[config.mk]
export PLATFORM = sky130hd
export DESIGN_NAME = cpu_datapath
export DESIGN_NICKNAME = d
export VERILOG_FILES = /design/src/rtl/cpu_datapath.sv
export SDC_FILE = /design/constraint.sdc
export NUM_CORES = 1
export LEC_CHECK = 0
export ABC_CLOCK_PERIOD_IN_PS = 8800
export CORE_ASPECT_RATIO = 1.5
export CORE_UTILIZATION = 51
export DETAILED_ROUTE_END_ITERATION = 7
export PLACE_DENSITY = 0.88
export REMOVE_ABC_BUFFERS = 1
export SLEW_MARGIN = 20
export SYNTH_ARGS = -nofsm -noshare
export SYNTH_HDL_FRONTEND = slang
export SYNTH_SLANG_ARGS = --single-unit
[constraint.sdc]
create_clock -name clk -period 8.8 [get_ports clk]
set_input_delay 1.76 -clock clk [delete_from_list [all_inputs] [get_ports clk]]
set_output_delay 1.76 -clock clk [all_outputs]
set_load 0.02 [all_outputs]
[src/rtl/cpu_datapath.sv]
// cpu_datapath: register file (A/D/M), ALU, program counter and memory ports.
// A free-running 4-phase sequencer (FETCH/DECODE/EXECUTE/STORE) runs in
// lockstep with the control unit's FSM because both leave reset together.
module cpu_datapath #(
    parameter logic [15:0] RESET_PC = 16'h0000
) (
    input  logic        clk,
    input  logic        rst,
    output logic [1:0]  phase,
    output logic [15:0] pc,
    output logic [15:0] imem_addr,
    input  logic [15:0] imem_data,
    output logic [15:0] instr,
    output logic [15:0] reg_a_out,
    output logic [15:0] reg_d_out,
    output logic [15:0] reg_m_out,
    output logic        is_negative,
    output logic        is_zero,
    input  logic        instr_type,
    input  logic [15:0] addr_in,
    input  logic        reg_a_en,
    input  logic        reg_d_en,
    input  logic        reg_m_en,
    input  logic [15:0] x,
    input  logic [15:0] y,
    input  logic [1:0]  opcode,
    input  logic        negate_output,
    input  logic        zero_x,
    input  logic        zero_y,
    input  logic        set_pc,
    output logic [15:0] dmem_addr,
    input  logic [15:0] dmem_rdata,
    output logic [15:0] dmem_wdata,
    output logic        dmem_we
);

    localparam logic [1:0] PH_FETCH   = 2'd0;
    localparam logic [1:0] PH_DECODE  = 2'd1;
    localparam logic [1:0] PH_EXECUTE = 2'd2;
    localparam logic [1:0] PH_STORE   = 2'd3;

    // ALU: operand zeroing, one of four operations, optional bitwise inversion.
    function automatic logic [15:0] alu_fn(
        input logic [15:0] a,
        input logic [15:0] b,
        input logic [1:0]  op,
        input logic        zx,
        input logic        zy,
        input logic        neg
    );
        logic [15:0] aa;
        logic [15:0] bb;
        logic [15:0] r;
        aa = zx ? 16'h0000 : a;
        bb = zy ? 16'h0000 : b;
        case (op)
            2'd0:    r = aa + bb;
            2'd1:    r = aa & bb;
            2'd2:    r = aa | bb;
            2'd3:    r = aa ^ bb;
            default: r = aa + bb;
        endcase
        return neg ? ~r : r;
    endfunction

    logic [1:0]  phase_q, phase_d;
    logic [15:0] pc_q, pc_d;
    logic [15:0] instr_q, instr_d;
    logic [15:0] a_q, a_d;
    logic [15:0] d_q, d_d;
    logic [15:0] m_q, m_d;
    logic        neg_q, neg_d;
    logic        zero_q, zero_d;
    logic        dmem_we_q, dmem_we_d;
    logic [15:0] dmem_wdata_q, dmem_wdata_d;
    logic        jump_q, jump_d;
    logic [15:0] jump_tgt_q, jump_tgt_d;
    logic [15:0] alu_q, alu_d;
    logic [15:0] alu_res_s;

    // Combinational ALU result, consumed at the end of EXECUTE.
    always_comb begin
        alu_res_s = alu_fn(x, y, opcode, zero_x, zero_y, negate_output);
    end

    // Phase sequencer next state: free-running 0->1->2->3->0, no stall.
    always_comb begin
        phase_d = phase_q + 2'd1;
    end

    // Datapath next state, selected by the current phase.
    always_comb begin
        pc_d         = pc_q;
        instr_d      = instr_q;
        a_d          = a_q;
        d_d          = d_q;
        m_d          = m_q;
        neg_d        = neg_q;
        zero_d       = zero_q;
        dmem_we_d    = dmem_we_q;
        dmem_wdata_d = dmem_wdata_q;
        jump_d       = jump_q;
        jump_tgt_d   = jump_tgt_q;
        alu_d        = alu_q;
        case (phase_q)
            PH_FETCH: begin
                instr_d = imem_data;
                m_d     = dmem_rdata;
            end
            PH_DECODE: begin
                // Jump target is A as seen by this instruction's decode.
                jump_d     = set_pc;
                jump_tgt_d = a_q;
            end
            PH_EXECUTE: begin
                alu_d        = alu_res_s;
                neg_d        = alu_res_s[15];
                zero_d       = (alu_res_s == 16'h0000);
                dmem_we_d    = reg_m_en & ~instr_type;
                dmem_wdata_d = alu_res_s;
            end
            PH_STORE: begin
                // The store in this phase still addresses the old A.
                if (instr_type) begin
                    a_d = addr_in;
                end else begin
                    if (reg_a_en) begin
                        a_d = alu_q;
                    end else begin
                        a_d = a_q;
                    end
                    if (reg_d_en) begin
                        d_d = alu_q;
                    end else begin
                        d_d = d_q;
                    end
                end
                pc_d      = jump_q ? jump_tgt_q : (pc_q + 16'd1);
                dmem_we_d = 1'b0;
            end
            default: begin
                dmem_we_d = 1'b0;
            end
        endcase
    end

    // State register: synchronous reset cancels any pending store.
    always_ff @(posedge clk) begin
        if (rst) begin
            phase_q      <= PH_FETCH;
            pc_q         <= RESET_PC;
            instr_q      <= 16'h0000;
            a_q          <= 16'h0000;
            d_q          <= 16'h0000;
            m_q          <= 16'h0000;
            neg_q        <= 1'b0;
            zero_q       <= 1'b0;
            dmem_we_q    <= 1'b0;
            dmem_wdata_q <= 16'h0000;
            jump_q       <= 1'b0;
            jump_tgt_q   <= 16'h0000;
            alu_q        <= 16'h0000;
        end else begin
            phase_q      <= phase_d;
            pc_q         <= pc_d;
            instr_q      <= instr_d;
            a_q          <= a_d;
            d_q          <= d_d;
            m_q          <= m_d;
            neg_q        <= neg_d;
            zero_q       <= zero_d;
            dmem_we_q    <= dmem_we_d;
            dmem_wdata_q <= dmem_wdata_d;
            jump_q       <= jump_d;
            jump_tgt_q   <= jump_tgt_d;
            alu_q        <= alu_d;
        end
    end

    // Outputs are driven straight from registers.
    always_comb begin
        phase       = phase_q;
        pc          = pc_q;
        imem_addr   = pc_q;
        instr       = instr_q;
        reg_a_out   = a_q;
        reg_d_out   = d_q;
        reg_m_out   = m_q;
        is_negative = neg_q;
        is_zero     = zero_q;
        dmem_addr   = a_q;
        dmem_wdata  = dmem_wdata_q;
        dmem_we     = dmem_we_q;
    end

endmodule
; ---- Word level (Yosys, flattened, before mapping)
; Index checks and enable logic that the tools add are counted.
[totals]
regBits = 118
output_inout_bits = 133
wordCells = 42
[op_classes]
addsub = 3
n_eq_ne = 6
muxes = 8
bitwise_logic = 6
reduce_logical = 7
[op_table]
columns = op, n
row1 = two-way mux 16 bit, 6
row2 = case mux 16 bit (4 select lines), 1
row3 = adder 16 x 1 -> 16 bit (second input constant), 1
row4 = adder 16 bit, 1
row5 = bitwise AND 16 bit, 1
row6 = logical NOT 16 bit, 1
row7 = NOT 16 bit, 1
row8 = bitwise OR 16 bit, 1
row9 = bitwise XOR 16 bit, 1
row10 = == test 2 bit (second input constant), 4
row11 = == test 2 x 1 -> 1 bit (second input constant), 2
row12 = logical NOT 2 bit, 2
row13 = nonzero test 2 bit, 2
row14 = AND reduction 3 bit, 1
row15 = adder 2 x 1 -> 2 bit (second input constant), 1
row16 = case mux 1 bit (2 select lines), 1
row17 = AND reduction 2 bit, 1
row18 = bitwise AND 1 bit, 1
row19 = NOT 1 bit, 1

; ---- Logic depth before layout (Yosys ltp)
[depth]
depth_word = 6
ltp_mapped = 15
ltp_nobuf = 13

; ---- Least setup slack after synthesis
; OpenSTA, ideal clock, no wires.
[synth_timing]
path_type = input -> register
startpoint = in zero_x
endpoint = reg zero_q (netlist: is_zero)
t_arrival_ps = 4617
slack_ps = 4114
stages = 14
path_cell_list = buf_2 > clkbuf_1 > nand2b_1 > ha_1 > and3_1 > a211oi_4 > o21ai_2 > xor2_1 > mux4_2 > or3_1 > mux2i_1 > and4_1 > o2111ai_1 > o21ai_1
[synth_between]
elab_chain_cells = 6
elab_cells_between_ends = 9
cone_classes = 1 x add/sub / 3 x mux / 4 x bitwise / 1 x reduce/logical
[synth_rtl]
columns = element, line_no
row1 = "start, declared", 28  ; input logic zero_x,
row2 = two-way mux 16 bit (*), 54  ; aa = zx ? 16'h0000 : a;
row3 = "adder 16 bit, or another cell as far along", --
row4 = case mux 16 bit (4 select lines) (*), 56  ; case (op)
row5 = NOT 16 bit, 63  ; return neg ? ~r : r;
row6 = two-way mux 16 bit (*), 63
row7 = logical NOT 16 bit (*), 118  ; zero_d = (alu_res_s == 16'h0000);
row8 = "end signal, assigned", 171  ; zero_q <= zero_d;
row9 = "end, declared", 73  ; logic zero_q, zero_d;
; Mark *: on every way between the ends. The rest lies on a longest branch, timed or not.
; A chain may end at the register's enable or synchronous reset.

; ---- Worst setup path after layout
; Same ends and word-level chain as after synthesis.

==> flow_summary.toml <==
[run_status]
status = "complete, no violations"

[sta]
period_minus_slack_ns = 5.16
post-route-period-util_pct = 58.7
fmax_ghz = 0.194
finalMaxSlewViolations = 0
hold_violations = 0
rsz0062_at_grt = "no"
setup_viol = 0
final.setup.tns_ns = 0
relSlewSlack_pct = 26.4
tightest_slew_ns = 1.10
finClkSkew_ns = 0.00819

[hold_path]
worstHoldPathCells = 2
worstHoldPathType = "reg2reg"

[floorplan]
dieArea_um2 = 13900
die_y_um = 144
coreArea_um2 = 13100
io_pins = 225
floorplan.rows = 51
initial_core_util_pct = 52.5
dieWidth_um = 96.7

[clocking]
ctsHoldBuffers = 0
cts_buffers = 17
cts_tree = "yes"
cts_resized = 0
cts_setup_buffers = 0
cts.clk_slew.worst_paths_ns = 0.05
clock_latency_ns = 0.41
cts-htree-levels = 4
cts_root_buf = "clkbuf_16"
cts.path.max_buffers = 2
cts.sinks = 117

[placement]
dp.final_hpwl_mm = 14.5
io_buffers = 224
gp_congestion = 0.928

[global_routing]
grt_first_pass_wirelength_mm = 31.5
grt_pass1_vias = 6268
grt_antenna_before_repair = 0
grt_use_total_pct = 28.4
grt-ovfl-total = 0
grt_start_max_net_pins = 92

[logic_synthesis]
synth_edf_count = 0
synth_area_leaders = "dfxtp_1, mux2i_1, nor2_1, ha_1, buf_4"
yosysUniqueCellTypes = 60
syn_inst = 811
syn-cell-area_um2 = 6870
ys_ff_latch = 117
yosys_warnings = 0
netlist.area_leader.share_pct = 34.1
yosysSeqAreaShare_pct = 34.1
ys.flop_type = "dfxtp_1"
syn_avg_cell_area_um2 = 8.47
async_flop_share_pct = 0
yosys.area.top_type = "dfxtp_1"

[job]
maxCapViolCount = 0

[setup_path]
worst_path_dominant_cell_family = "simple AND/OR/NAND/NOR gates"
cpMaxStageDelayCell = "clkdlybuf4s50_1"
cp_num_cells = 13
cp.required_ns = 9.14
critPathMaxFanout = 21
path_class = "in2reg"
cp.buffers_inverters = 1
critPathArrivalTime_ns = 5.51
cpPeakStageDelay_ns = 0.76
rr_worst_depth = 11
cp-start-kind = "primary input"
cp_cell_sequence = "clkdlybuf4s50_1 -> nand2b_1 -> ha_1 -> and3_1 -> a211oi_4 -> o21ai_2 -> xor2_1 -> mux4_2 -> or3_1 -> mux2i_1 -> and4_1 -> o2111ai_1 -> o21ai_1"
end_kind = "register"

[detailed_routing]
firstDrtPassIters = 7
wirelength_mm = 20.0
wire_per_inst_um = 17.4
vias = 6530
drc = 0
viasPerCell = 5.69
drtIter0Drc = 260
ant_nets = 0

[final_layout]
final_layout_size_suffix_gt1_share_pct = 6.28
final_cell_mix = "clkdlybuf4s50_1, nor2_1, dfxtp_1"
nNetsFinal = 1103
syn2layout_area_growth_pct = 39.6
diodes = 0
final_common_cell = "clkdlybuf4s50_1"

[pwr]
powerDensity_nw_per_um2 = 178
power_mw = 1.71
vdd_ir_drop_max_uv = 147
power_leakage_nw = 3.86
-- flip-flops by register name, summed over array words and instances (netlist names) --
register     count
reg_d_out       16
phase            2
reg_m_out       16
dmem_we          1
jump_tgt_q      16
is_negative      1
dmem_addr       16
instr           16
imem_addr       16
is_zero          1
alu_q           15
jump_q           1
-- kinds of logic (layout without fill, tap and decap cells) --
kind of cell	count (synthesis)	count (layout)	share of synthesized area (%)
xor+xnor	23	23	2.93
buf+inv	126	303	8.78
simple gates	285	285	19.6
flops	117	117	34.1
fa+ha+maj	35	35	6.38
compound gates	125	125	12.4
mux	100	100	15.7
-- cells in the mapped netlist, drive strengths merged, types with 13 or more instances --
| cell type | number |
|---|---|
| a211oi | 30 |
| dfxtp | 117 |
| inv | 42 |
| nor2b | 18 |
| nand2 | 52 |
| nor2 | 135 |
| ha | 35 |
| a221oi | 15 |
| nand3 | 13 |
| xnor2 | 19 |
| nand2b | 20 |
| buf | 48 |
| mux2i | 92 |
| a21oi | 35 |
| clkbuf | 35 |
| o21ai | 20 |
-- stage by stage --
| stage | util, % | instance area [um2] | cells | hold slack, ns | worst slack [ns] |
|---|---|---|---|---|---|
| floorplan | - | 6420 | 728 | 0.460 | 4.47 |
| global placement | 68.1 | 8910 | 1116 | 0.434 | 3.27 |
| detailed placement | 68.1 | 8910 | 1116 | 0.438 | 3.19 |
| CTS | 73.2 | 9580 | 1147 | 0.446 | 3.61 |
| global route | 73.3 | 9590 | 1147 | 0.459 | 3.39 |
| finish | 73.3 | 9590 | 1147 | 0.444 | 3.64 |
-- area by class of cell --
cell class / count / area (um2)
multi-input cells: 568 / 3940
fillers: 918 / 3490
flip-flops and latches: 117 / 2340
repair buffers: 229 / 2280
clock buffers: 21 / 470
clock inverters: 10 / 200
well taps: 159 / 199
inverters: 43 / 161
-- final timing paths --
path / startpoint / to / slack (ns)
setup / recovery: zero_x / is_zero / 3.64
hold / removal: is_zero / is_zero / 0.44
setup reg to reg: imem_addr[0] / imem_addr[14] / 6.15
hold reg to reg: is_zero / is_zero / 0.44
-- worst min-delay path: cells and delay by family (launching register included) --
family	cells	cell delay, ns
and+or+nand+nor	1	0.05
AOI/OAI and AO/OA	1	0.05
DFF	1	0.30
-- report_power, final --
part           leakage (nW)  internal (mW)  total (mW)  switching, mW
Sequential            0.953          0.557       0.583         0.0264
Clock                 0.333          0.550       0.784          0.234
Combinational          2.57          0.170       0.342          0.172
-- routing by layer --
layer / track usage, % / wire length [um] / vias up
li1: - / - / 3085
met5: 0 / 0 / -
met2: 55.2 / 10900 / 261
met3: 6.91 / 1200 / 55
met1: 27.8 / 7140 / 3129
met4: 14.1 / 711 / 0
Power figures use the tool's default switching activity.
